==> config.mk <==
export PLATFORM = sky130hd
export DESIGN_NAME = sump_cmd_decoder
export DESIGN_NICKNAME = d
export VERILOG_FILES = /design/src/rtl/sump_cmd_decoder.sv
export SDC_FILE = /design/constraint.sdc
export NUM_CORES = 1
export LEC_CHECK = 0
export CAP_MARGIN = 10
export CORE_ASPECT_RATIO = 0.75
export CORE_MARGIN = 5
export CORE_UTILIZATION = 54
export CTS_CLUSTER_SIZE = 40
export DETAILED_ROUTE_END_ITERATION = 16
export PLACE_DENSITY = 0.79
export SLEW_MARGIN = 20
export SYNTH_ARGS = -nofsm -noshare
export SYNTH_HDL_FRONTEND = slang
export SYNTH_SLANG_ARGS = --single-unit
==> constraint.sdc <==
create_clock -name clock -period 2.1 [get_ports clock]
set_input_delay 0.315 -clock clock [delete_from_list [all_inputs] [get_ports clock]]
set_output_delay 0.315 -clock clock [all_outputs]
set_load 0.01 [all_outputs]
==> src/rtl/sump_cmd_decoder.sv <==
// SUMP/ACSP host command decoder: short commands become pulses, long commands are
// assembled into opcode/data pairs, and ID/metadata requests drive a level handshake.
module sump_cmd_decoder #(
    parameter int TIMEOUT_CYCLES = 1000000
) (
    input  logic        clock,
    input  logic        reset_n,
    input  logic [7:0]  rx_byte_i,
    input  logic        rx_valid_i,
    input  logic        meta_busy_i,
    output logic        begin_meta_transmit_o,
    output logic        send_id_o,
    output logic        cmd_reset_o,
    output logic        cmd_arm_o,
    output logic        long_cmd_valid_o,
    output logic [7:0]  long_cmd_opcode_o,
    output logic [31:0] long_cmd_data_o,
    output logic        cmd_dropped_o,
    output logic        timeout_err_o
);

    localparam int TW = $clog2(TIMEOUT_CYCLES + 1);
    localparam logic [TW-1:0] TIMER_LAST = TW'(TIMEOUT_CYCLES - 1);

    typedef enum logic {
        S_IDLE,
        S_COLLECT
    } main_state_t;

    typedef enum logic [1:0] {
        M_IDLE,
        M_REQ,
        M_BUSY
    } meta_state_t;

    main_state_t   state_q, state_d;
    meta_state_t   meta_q, meta_d;
    logic [7:0]    opcode_q, opcode_d;
    logic [23:0]   partial_q, partial_d;
    logic [1:0]    count_q, count_d;
    logic [TW-1:0] timer_q, timer_d;

    logic          begin_q, begin_d;
    logic          send_id_q, send_id_d;
    logic          cmd_reset_q, cmd_reset_d;
    logic          cmd_arm_q, cmd_arm_d;
    logic          long_valid_q, long_valid_d;
    logic [7:0]    long_opcode_q, long_opcode_d;
    logic [31:0]   long_data_q, long_data_d;
    logic          dropped_q, dropped_d;
    logic          timeout_q, timeout_d;

    logic          meta_req;
    logic          meta_req_id;

    always_comb begin
        state_d       = state_q;
        meta_d        = meta_q;
        opcode_d      = opcode_q;
        partial_d     = partial_q;
        count_d       = count_q;
        timer_d       = timer_q;
        begin_d       = begin_q;
        send_id_d     = send_id_q;
        cmd_reset_d   = 1'b0;
        cmd_arm_d     = 1'b0;
        long_valid_d  = 1'b0;
        long_opcode_d = long_opcode_q;
        long_data_d   = long_data_q;
        dropped_d     = 1'b0;
        timeout_d     = 1'b0;
        meta_req      = 1'b0;
        meta_req_id   = 1'b0;

        case (state_q)
            S_IDLE: begin
                if (rx_valid_i) begin
                    if (!rx_byte_i[7]) begin
                        case (rx_byte_i)
                            8'h00: cmd_reset_d = 1'b1;
                            8'h01: cmd_arm_d   = 1'b1;
                            8'h02: begin
                                meta_req    = 1'b1;
                                meta_req_id = 1'b1;
                            end
                            8'h04: meta_req = 1'b1;
                            default: ;
                        endcase
                    end else begin
                        opcode_d = rx_byte_i;
                        count_d  = 2'd0;
                        timer_d  = '0;
                        state_d  = S_COLLECT;
                    end
                end
            end
            S_COLLECT: begin
                // An arriving byte always beats the timeout in the same cycle.
                if (rx_valid_i) begin
                    timer_d = '0;
                    case (count_q)
                        2'd0: partial_d[7:0]   = rx_byte_i;
                        2'd1: partial_d[15:8]  = rx_byte_i;
                        2'd2: partial_d[23:16] = rx_byte_i;
                        default: begin
                            long_opcode_d = opcode_q;
                            long_data_d   = {rx_byte_i, partial_q};
                            long_valid_d  = 1'b1;
                            state_d       = S_IDLE;
                        end
                    endcase
                    count_d = count_q + 2'd1;
                end else if (timer_q == TIMER_LAST) begin
                    timeout_d = 1'b1;
                    timer_d   = '0;
                    state_d   = S_IDLE;
                end else begin
                    timer_d = timer_q + TW'(1);
                end
            end
            default: state_d = S_IDLE;
        endcase

        case (meta_q)
            M_IDLE: begin
                if (meta_req) begin
                    send_id_d = meta_req_id;
                    begin_d   = 1'b1;
                    meta_d    = M_REQ;
                end
            end
            M_REQ: begin
                if (meta_busy_i) begin
                    begin_d = 1'b0;
                    meta_d  = M_BUSY;
                end
            end
            M_BUSY: begin
                if (!meta_busy_i) begin
                    meta_d = M_IDLE;
                end
            end
            default: begin
                begin_d = 1'b0;
                meta_d  = M_IDLE;
            end
        endcase

        if (meta_req && (meta_q != M_IDLE)) begin
            dropped_d = 1'b1;
        end
    end

    always_ff @(posedge clock) begin
        if (!reset_n) begin
            state_q       <= S_IDLE;
            meta_q        <= M_IDLE;
            opcode_q      <= '0;
            partial_q     <= '0;
            count_q       <= '0;
            timer_q       <= '0;
            begin_q       <= 1'b0;
            send_id_q     <= 1'b0;
            cmd_reset_q   <= 1'b0;
            cmd_arm_q     <= 1'b0;
            long_valid_q  <= 1'b0;
            long_opcode_q <= '0;
            long_data_q   <= '0;
            dropped_q     <= 1'b0;
            timeout_q     <= 1'b0;
        end else begin
            state_q       <= state_d;
            meta_q        <= meta_d;
            opcode_q      <= opcode_d;
            partial_q     <= partial_d;
            count_q       <= count_d;
            timer_q       <= timer_d;
            begin_q       <= begin_d;
            send_id_q     <= send_id_d;
            cmd_reset_q   <= cmd_reset_d;
            cmd_arm_q     <= cmd_arm_d;
            long_valid_q  <= long_valid_d;
            long_opcode_q <= long_opcode_d;
            long_data_q   <= long_data_d;
            dropped_q     <= dropped_d;
            timeout_q     <= timeout_d;
        end
    end

    assign begin_meta_transmit_o = begin_q;
    assign send_id_o             = send_id_q;
    assign cmd_reset_o           = cmd_reset_q;
    assign cmd_arm_o             = cmd_arm_q;
    assign long_cmd_valid_o      = long_valid_q;
    assign long_cmd_opcode_o     = long_opcode_q;
    assign long_cmd_data_o       = long_data_q;
    assign cmd_dropped_o         = dropped_q;
    assign timeout_err_o         = timeout_q;

endmodule

==> impl_metrics.csv <==
group,metric,value,unit
outcome,status,"finished, final reports clean",
synth,synth_edf_count,0,
sta,period_needed,1.95,ns
floorplanning,rows,27,
floorplanning,die_area,0.00960,mm²
critical_path,worstReg2RegStart,"timer_q[9]",
sta,fin_ws,0.153,ns
detailed_routing,wl_per_cell,15.1,µm
job,maxCapViolations,0,
cells_and_area,fill_cells,620,
pwr,leakagePower,1.80,nW
sta,setup_violations,0,
critical_path,cp.required,2.35,ns
floorplanning,io_pins,59,
cts,clockBufferDepth,2,
synth,synth.ff_latch_count,104,
detailed_routing,viasPerCell,5.51,
cts,cts_tree,"yes",
cells_and_area,layout-drive-gt1-share,9.55,%
sta,rsz0062_at_grt,"no",
cts,clk-insertion-delay-late,0.36,ns
critical_path,cp_common_cell,"buf_4",
cts,cts_root_buf,"clkbuf_8",
global_route,grt_start_max_net_pins,55,
detailed_routing,dr.first_iter.drc_count,239,
cells_and_area,nNetsFinal,588,
cells_and_area,diodes,0,
global_route,grt_pass1_wl,17200,µm
critical_path,ff2ff_setup_slack,0.15,ns
floorplanning,die_w,111,µm
synth,yosysSeqAreaShare,49.9,%
floorplanning,core,0.00743,mm²
sta,timing.fmax,514,MHz
global_route,antenna_found_initial,0,
critical_path,ff2ff_path_depth,7,
placement,gp_congestion,0.826,
placement,portBuffers,58,
cells_and_area,area_growth,23.2,%
critical_path,worstPathArrival,2.19,ns
sta,totalNegativeSetupSlack,0,ns
global_route,overflow,0,
synth,synth_area_per_cell,8.16,µm²
synth,synthCells,511,
pwr,powerDensity,664,mW/mm²
synth,yosys.area.top_type,"dfxtp_1",
critical_path,critPathMaxFanout,11,
critical_path,slowest_delay,0.50,ns
synth,yosys_warnings,0,
sta,min_period_over_period,92.7,%
placement,place_ws,-0.256,ns
cts,cts_made_buffers,9,
critical_path,r2r_end,"timer_q[13]",
cells_and_area,finalCoreUtilization,69.1,%
global_route,first_global_vias,3530,
critical_path,end_kind,"flip-flop",
sta,maxSlewViolCount,0,
synth,syn_area,0.00417,mm²
critical_path,crit_slowest_cell,"or4b_1",
synth,synthTopCellsByArea,"dfxtp_1, nand2_1, a21oi_1",
synth,yosys.area.top_type_share,49.9,%
critical_path,endpoint,"timer_q[13]",
sta,fin_hold_ws,0.450,ns
detailed_routing,totalWireLength,10200,µm
detailed_routing,dr.pass1.iters,4,
cts,path_clk_slew,0.10,ns
pwr,vdd_drop_max,375,µV
detailed_routing,num_vias,3731,
critical_path,start_kind,"flip-flop",
critical_path,cp-startpoint,"timer_q[9]",
floorplanning,start_util,56.1,%
sta,fin_worst_skew,0.00969,ns
synth,ys.flop_type,"dfxtp_1",
detailed_routing,drc,0,
cts,cts-htree-levels,3,
sta,hold_viol,0,
global_route,grt.total_usage,21.9,%
synth,yosysUniqueCellTypes,46,
synth,synth_nets,528,
sta,worst_pin_slew,0.536,ns
worst_hold_path,hold_class,"reg2reg",
sta,relSlewSlack,64.3,%
floorplanning,die_y,86.1,µm
synth,ys_async_sr_fraction,0,%
placement,dp_hpwl,7300,µm
cts,cts_sinks,104,
critical_path,crit_chain,"or4b_1, nor4_4, a21oi_2, buf_4, buf_4, o21ai_0, a31oi_1",
critical_path,crit_type,"reg2reg",
pwr,power,3.41,mW
detailed_routing,ant_nets,0,
## repair_timing
item,CTS,global route
hold buffers,0,0
setup buffers,0,0
endpoints found under the setup margin,0,5
gates resized for setup,0,4
## area by class of cell
class | instances | area [µm²] | share of cell area [%]
Clock buffer | 12 | 135 | 2.63
Clock inverter | 4 | 55.1 | 1.07
Inverter | 10 | 37.5 | 0.730
Multi-Input combinational cell | 360 | 1900 | 36.9
Sequential cell | 104 | 2080 | 40.5
Tap cell | 101 | 126 | 2.46
Timing Repair Buffer | 86 | 803 | 15.6
## stage by stage
stage | std cells | area (µm²)
CTS | 677 | 5120
global route | 677 | 5140
global placement | 661 | 4930
finish | 677 | 5140
detailed placement | 661 | 4930
floorplan | 511 | 4170
## worst max-delay path: cells and delay by family (launching register included)
family / cells / cell delay, ns
buf+inv: 2 / 0.34
flops: 1 / 0.41
simple gates: 2 / 0.81
compound gates: 3 / 0.28
## cells by family (layout without fill, tap and decap cells)
kind of cell	after synthesis	in the layout	share of synthesized area [%]
buffers and inverters	47	112	4.92
XOR/XNOR	5	5	1.05
adder cells (fa/ha/maj)	5	5	1.50
flip-flops	104	104	49.9
AND/OR/NAND/NOR	230	230	25.5
multiplexers	10	10	2.43
AO/OA/AOI/OAI	110	110	14.7
## synthesized netlist by cell type (3+ instances only)
cell / n
o21ai_0: 12
xor2_1: 3
inv_1: 10
mux2i_1: 9
nand3b_1: 3
nor3_1: 8
a31oi_1: 8
and3_1: 4
buf_6: 3
dfxtp_1: 104
clkbuf_1: 29
nor2_1: 26
a22oi_1: 3
nand3_1: 30
a21oi_1: 71
nor2b_1: 3
a21boi_0: 6
nand2_1: 132
ha_1: 5
a22o_1: 3
nand4_1: 3
o21a_1: 3
## report_power, final
group	switching [mW]	leakage, nW	internal [mW]
logic	0.115	0.872	0.0759
clock network	0.663	0.0908	0.558
registers	0.0112	0.840	1.99
total	0.789	1.80	2.62
## worst min path at each step
stage                             end  slack [ns]        start  depth (start not counted)
after floorplan           opcode_q[7]        0.43  opcode_q[7]                          2
after global placement    opcode_q[7]        0.43  opcode_q[7]                          2
after detailed placement  opcode_q[7]        0.44  opcode_q[7]                          2
after CTS                 opcode_q[7]        0.45  opcode_q[7]                          2
after global routing      opcode_q[7]        0.47  opcode_q[7]                          2
final                     opcode_q[7]        0.45  opcode_q[7]                          2
## layer usage
| metal | share of wire, % | vias up | routed length, µm | global-route usage (%) |
|---|---|---|---|---|
| li1 | - | 1838 | - | - |
| met3 | 7.0 | 12 | 711 | 6.28 |
| met2 | 46 | 124 | 4680 | 35.5 |
| met5 | 0 | - | 0 | 0 |
| met4 | 1.0 | 0 | 107 | 4.64 |
| met1 | 46 | 1757 | 4720 | 29.3 |
## flip-flops by register name, indices dropped and copies added (netlist names), 2 cells and up
| signal | count |
|---|---|
| long_cmd_data_o | 32 |
| long_cmd_opcode_o | 8 |
| partial_q | 24 |
| opcode_q | 8 |
| meta_q | 2 |
| count_q | 2 |
| timer_q | 20 |
## cells in the final DEF (no fill, tap or decap), types with 3 or more instances in the layout
cell type,instances
a21boi_0,6
a21oi_1,71
a22o_1,3
a22oi_1,3
a31oi_1,8
and3_1,4
buf_4,27
clkbuf_1,3
clkbuf_8,9
clkdlybuf4s50_1,58
dfxtp_1,103
ha_1,5
inv_1,9
mux2i_1,9
nand2_1,132
nand3_1,30
nand3b_1,3
nand4_1,3
nor2_1,26
nor2b_1,3
nor3_1,8
o21a_1,3
o21ai_0,12
xor2_1,3
No activity file was read; power rests on OpenSTA's default activity.
==> patch 1 (config.mk and constraints unchanged) <==
Put one more register stage on the output `long_cmd_data_o`, cleared by the reset. The value now appears one clock later. The other outputs are not delayed to match.
--- a/src/rtl/sump_cmd_decoder.sv
+++ b/src/rtl/sump_cmd_decoder.sv
@@ -193,7 +193,13 @@
     assign cmd_arm_o             = cmd_arm_q;
     assign long_cmd_valid_o      = long_valid_q;
     assign long_cmd_opcode_o     = long_opcode_q;
-    assign long_cmd_data_o       = long_data_q;
+    always_ff @(posedge clock) begin
+        if (!reset_n) begin
+            long_cmd_data_o <= '0;
+        end else begin
+            long_cmd_data_o <= long_data_q;
+        end
+    end
     assign cmd_dropped_o         = dropped_q;
     assign timeout_err_o         = timeout_q;
 
Check against the original RTL: not equivalent (a bounded check fails within 10 cycles, from zero or initial values and one cycle with reset_n low).
==> patch 1 against the original RTL <==
  * Power grew 73%
  * Synthesized area grew 19%
  * Clock skew shrank 0.00084 ns
  * Global-route usage shrank 1.4 points
  * Sequential cell count is 32 higher
  * Cell area is 24% higher
  * Critical path depth down 1
  * Worst setup slack worse by 0.088 ns
  * Routed wire length up 7.4%
  * Critical endpoint is now timer_q[8]
  * Largest cell class unchanged
==> patch 1: results (changes against the original RTL) <==
GRT
  • Largest net degree at the start of global routing: 42 (-24%)
  • M1 GR Usage: 27.6% (-1.7 points)
  • Met2 usage: 31.1% (-4.4 points)
  • Vias in the first global route: 3,640 (+3.1%)
  • First-pass GRT wire length: 18,000 um (+5.2%)
  • M3 GR Usage: 6.35% (+0.073 points)

Setup path
  • Worst r2r dst: timer_q[8]
  • Crit Reg-Reg Startpoint: timer_q[10]
  • Crit path largest cell delay: 0.56 ns (+0.06 ns)
  • Crit-path slowest cell: or4b_4
  • R2R Setup Slk: 0.07 ns (-0.09 ns)
  • Worst-path maximum fanout: 9 (-2)
  • WP data arrival: 2.33 ns (+0.14 ns)

Clocking
  • Clock sinks: 136 (+31%)
  • CTS buffer count: 17 (+8)
  • H-tree lvl count: 4 (+1)

Routing
  • Vias: 3,764 (+0.88%)
  • Met3 wire len: 569 um (-20%)
  • Wl on met1: 5260 um (+11%)
  • Metal2 WL: 5030 um (+7.4%)
  • Wire length per cell: 15.9 um (+5.1%)
  • Iter 0 DRT Violations: 222 (-7.1%)
  • Vias per inst: 5.44 (-1.3%)
  • First-pass detailed-route iteration total: 5 (+1)

Cells and area
  • Non-clock inverters: 8 (-2)
  • Multi-In Gates: 318 (-12%)
  • Nets@finish: 584 (-0.68%)
  • Filler cell count: 670 (+8.1%)
  • Layout cells sized above 1: 12.9% (+3.4 points)
  • Register area: 2720 um2 (+31%)
  • Clock buf count: 21 (+9)
  • Clock-cell share of area: 9.84% (+6.1 points)

STA
  • Setup Skew: 0.00886 ns (-0.000839 ns)
  • Min Hold Slack: 0.324 ns (-0.125 ns)

Die
  • Tapcell Cnt: 112 (+11%)

Place
  • Detail Placement HPWL: 7230 um (-1.0%)
  • RD Place Congestion: 0.835 (+1.1%)
  • Cell Area, Placed: 5740 um2 (+16%)
  • Pre-CTS setup slack: 0.0561 ns (+0.312 ns)
  • Dpl cells: 658 (-0.45%)

Logic synthesis
  • Synth top cells by count: 136 x dfxtp_1, 64 x nand2_1, 34 x a21boi_0, 34 x and2_1, 31 x o22a_1
  • Post-synthesis cell type count: 55 (+20%)
  • Synth top area cells: dfxtp_1 55%, o22a_1 5.5%, a21boi_0 5.2%, nand2_1 4.9%, and2_1 4.3%
  • Synthesized Nets: 510 (-3.4%)
  • Seq/Total Area, Yosys: 55.0% (+5.1 points)

Status
  • Status: finished clean

Power and ir drop
  • Net Sw Power: 1.24 mW (+57%)
  • Logic power comb: 0.186 mW (-3%)
  • Internal Dissipation: 4.66 mW (+78%)
  • Leakage dissipation: 2.40 nW (+33%)

Hold path
  • Worst hold path class: primary input to flop
  • Hold path endpoint: timer_q[6]
patch 1: kinds of logic after synthesis:
family          after synthesis  share of synthesized area [%]
mux                          10                           2.05
fa+ha+maj                     5                           1.26
simple gates                183                           20.2
xor+xnor                      7                           1.24
flops                       136                           55.0
buf+inv                      39                           3.49
compound gates              113                           16.8
patch 1: worst register-to-register path: cells and delay by family (launching register included):
kind / cells / cell delay (ns)
buffers and inverters: 1 / 0.19
AOI/OAI and AO/OA: 2 / 0.39
muxes: 1 / 0.06
DFF: 1 / 0.36
and+or+nand+nor: 2 / 0.93
patch 1: worst max path at each step:
stage                            from     endpoint  slack, ns
after global placement     rx_valid_i    send_id_o       0.07
final                     timer_q[10]   timer_q[8]       0.07
after CTS                  timer_q[7]   timer_q[9]       0.08
after floorplan           timer_q[12]  timer_q[16]       0.28
after detailed placement   rx_valid_i    send_id_o       0.06
after global routing      timer_q[10]   timer_q[8]     -0.005
patch 1: what timing repair did:
action                     CTS  global route
setup buffers                0             2
setup endpoints to repair    0             7
resized for setup            0             0
==> patch 2 (same settings) <==
Made on the original files. The parameter `TIMEOUT_CYCLES` goes from 1000000 to 4000000.
--- a/src/rtl/sump_cmd_decoder.sv
+++ b/src/rtl/sump_cmd_decoder.sv
@@ -1,7 +1,7 @@
 // SUMP/ACSP host command decoder: short commands become pulses, long commands are
 // assembled into opcode/data pairs, and ID/metadata requests drive a level handshake.
 module sump_cmd_decoder #(
-    parameter int TIMEOUT_CYCLES = 1000000
+    parameter int TIMEOUT_CYCLES = 4000000
 ) (
     input  logic        clock,
     input  logic        reset_n,
Check against the original RTL: same outputs for any inputs over 4 cycles, from zero or initial values and one cycle with reset_n low; that may be too few to reach the edited logic, so the function may still have changed.
==> patch 2 against the original RTL <==
  * Utilization decreased by 0.80 points
  * Sequential cell count increased by 2
  * Worst setup slack improved by 0.038 ns
  * Non-clock buffer count increased by 5
  * Cell area increased by 3.4%
  * Routed wire length decreased by 3.6%
  * Synthesized area increased by 1.8%
  * Power increased by 5.0%
  * First-iteration DRC count decreased by 4.6%
  * Critical path type unchanged
  * Highest routed layer unchanged
==> patch 2: results (changes against the original RTL) <==
Status
  • Status: finished clean

GRT
  • M1 GR Usage: 28.5% (-0.77 points)
  • Met2 usage: 32.0% (-3.6 points)
  • Vias in the first global route: 3,456 (-2.1%)
  • First-pass GRT wire length: 16,200 um (-5.6%)
  • Antenna violations before repair: 0 (unchanged)
  • Largest net degree at the start of global routing: 85 (+55%)
  • GR Util All Layers: 20.4% (-1.5 points)
  • M3 GR Usage: 5.23% (-1.0 points)

Setup path
  • Crit Reg-Reg Startpoint: timer_q[8]
  • Worst-path maximum fanout: 7 (-4)
  • R2R Setup Slk: 0.19 ns (+0.04 ns)
  • Worst reg-to-reg path cell count: 5 (-2)
  • Crit path largest cell delay: 0.52 ns (+0.02 ns)

Routing
  • Iter 0 DRT Violations: 228 (-4.6%)
  • Metal2 WL: 4410 um (-5.8%)
  • Top routing layer in use: met4
  • First-pass detailed-route iteration total: 5 (+1)
  • Met3 wire len: 603 um (-15%)
  • Vias per inst: 5.44 (-1.3%)
  • Final wirelength: 9860 um (-3.6%)
  • Wl on met1: 4750 um (+0.51%)

Place
  • Dpl cells: 675 (+2.1%)
  • Detail Placement HPWL: 6940 um (-4.9%)
  • IO Port Bufs: 58 (unchanged)
  • RD Place Congestion: 0.843 (+2.1%)
  • Pre-CTS setup slack: -0.0192 ns (+0.236 ns)

Clocking
  • Clock Pin Slew Worst Setup and Hold Paths: 0.10 ns (about the same)

STA
  • Worst Tran Pin Value: 0.817 ns (+0.282 ns)
  • Setup Skew: 0.0108 ns (+0.00115 ns)
  • Crit path time final: 1.91 ns (-0.0376 ns)

Cells and area
  • Filler cell count: 644 (+3.9%)
  • Non-CTS buffers: 91 (+5.8%)
  • Seq cells: 106 (+1.9%)
  • Clock buf count: 10 (-2)
  • Buffering overhead: 16.5% (+0.89 points)
  • Layout cells sized above 1: 10.6% (+1.0 points)
  • Fin cells: 691 (+2.1%)
  • Non-clock inverters: 6 (-4)
  • Multi-In Gates: 367 (+1.9%)
  • Nets@finish: 598 (+1.7%)
  • Antenna cell count: 0 (unchanged)
  • Multi-input combinational area share: 36.6% (-0.36 points)
  • Register area: 2120 um2 (+1.9%)
  • Clock-cell share of area: 4.07% (+0.37 points)

Logic synthesis
  • Synth top area cells: dfxtp_1 50%, nand2_1 11%, a21oi_1 9.7%, nand3_1 4.1%, mux2i_1 2.8%
  • Ys Warns: 0 (unchanged)
  • Synthesized Nets: 530 (+0.38%)
  • Syn Area/Cell: 8.28 um2 (+1.4%)
  • Synth top cells by count: 122 x nand2_1, 106 x dfxtp_1, 82 x a21oi_1
  • Seq/Total Area, Yosys: 50.0% (+0.075 points)
  • Post-synthesis cell type count: 45 (-2.2%)

Power and ir drop
  • Leakage dissipation: 1.91 nW (+5.7%)
  • Worst VDD drop: 0.390 mV (+3.9%)

Hold path
  • HP Start: partial_q[4]
-- patch 2: changes by cell type in the layout (fill, tap and decap cells not counted), sizes merged, moves of 3 or more --
| cell | delta |
|---|---|
| nand3 | +8 |
| nand2 | -10 |
| a21boi | -7 |
| or2 | +3 |
| a21o | +9 |
| a21oi | +11 |
| nor2b | -3 |
| mux2i | +3 |
| o21ai | -4 |
| buf | +5 |
-- patch 2: where the power goes --
group,internal (mW),total (mW),switching (mW)
sequential,2.03,2.04,0.0115
combinational,0.0858,0.205,0.119
clock,0.612,1.34,0.727
total,2.72,3.58,0.857
-- patch 2: worst register-to-register path: stages (launching register included) --
cell     delay (ns)
dfxtp_1        0.47
nand4_1        0.22
nor4_4         0.35
nand3_2        0.12
or4b_1         0.52
a31oi_1        0.17
-- patch 2: through the flow --
| step | total power, mW | hold WS (ns) | util [%] | instance area [um2] |
|---|---|---|---|---|
| after floorplan | 2.19 | 0.426 | - | 4250 |
| after global placement | 2.28 | 0.434 | 65.6 | 5100 |
| after detailed placement | 2.28 | 0.446 | 65.6 | 5100 |
| after CTS | 3.60 | 0.460 | 68.3 | 5320 |
| after global routing | 3.70 | 0.473 | 68.3 | 5320 |
| final | 3.58 | 0.458 | 68.3 | 5320 |
-- patch 2: path summary, 6_finish.rpt --
kind / endpoint
hold / removal: long_cmd_data_o[4]
hold reg to reg: long_cmd_data_o[4]
setup reg to reg: timer_q[21]
setup / recovery: timer_q[21]
-- patch 2: cell families (layout without fill, tap and decap cells) --
kind of cell               count (synthesis)  in the layout  share of synthesized area (%)
DFF                                      106            106                           50.0
adders and majority gates                  5              5                           1.47
and+or+nand+nor                          232            232                           25.6
buffers and inverters                     40            113                           4.21
xor gates and xnor gates                   4              4                          0.825
AOI/OAI and AO/OA                        113            113                           14.8
muxes                                     13             13                           3.09
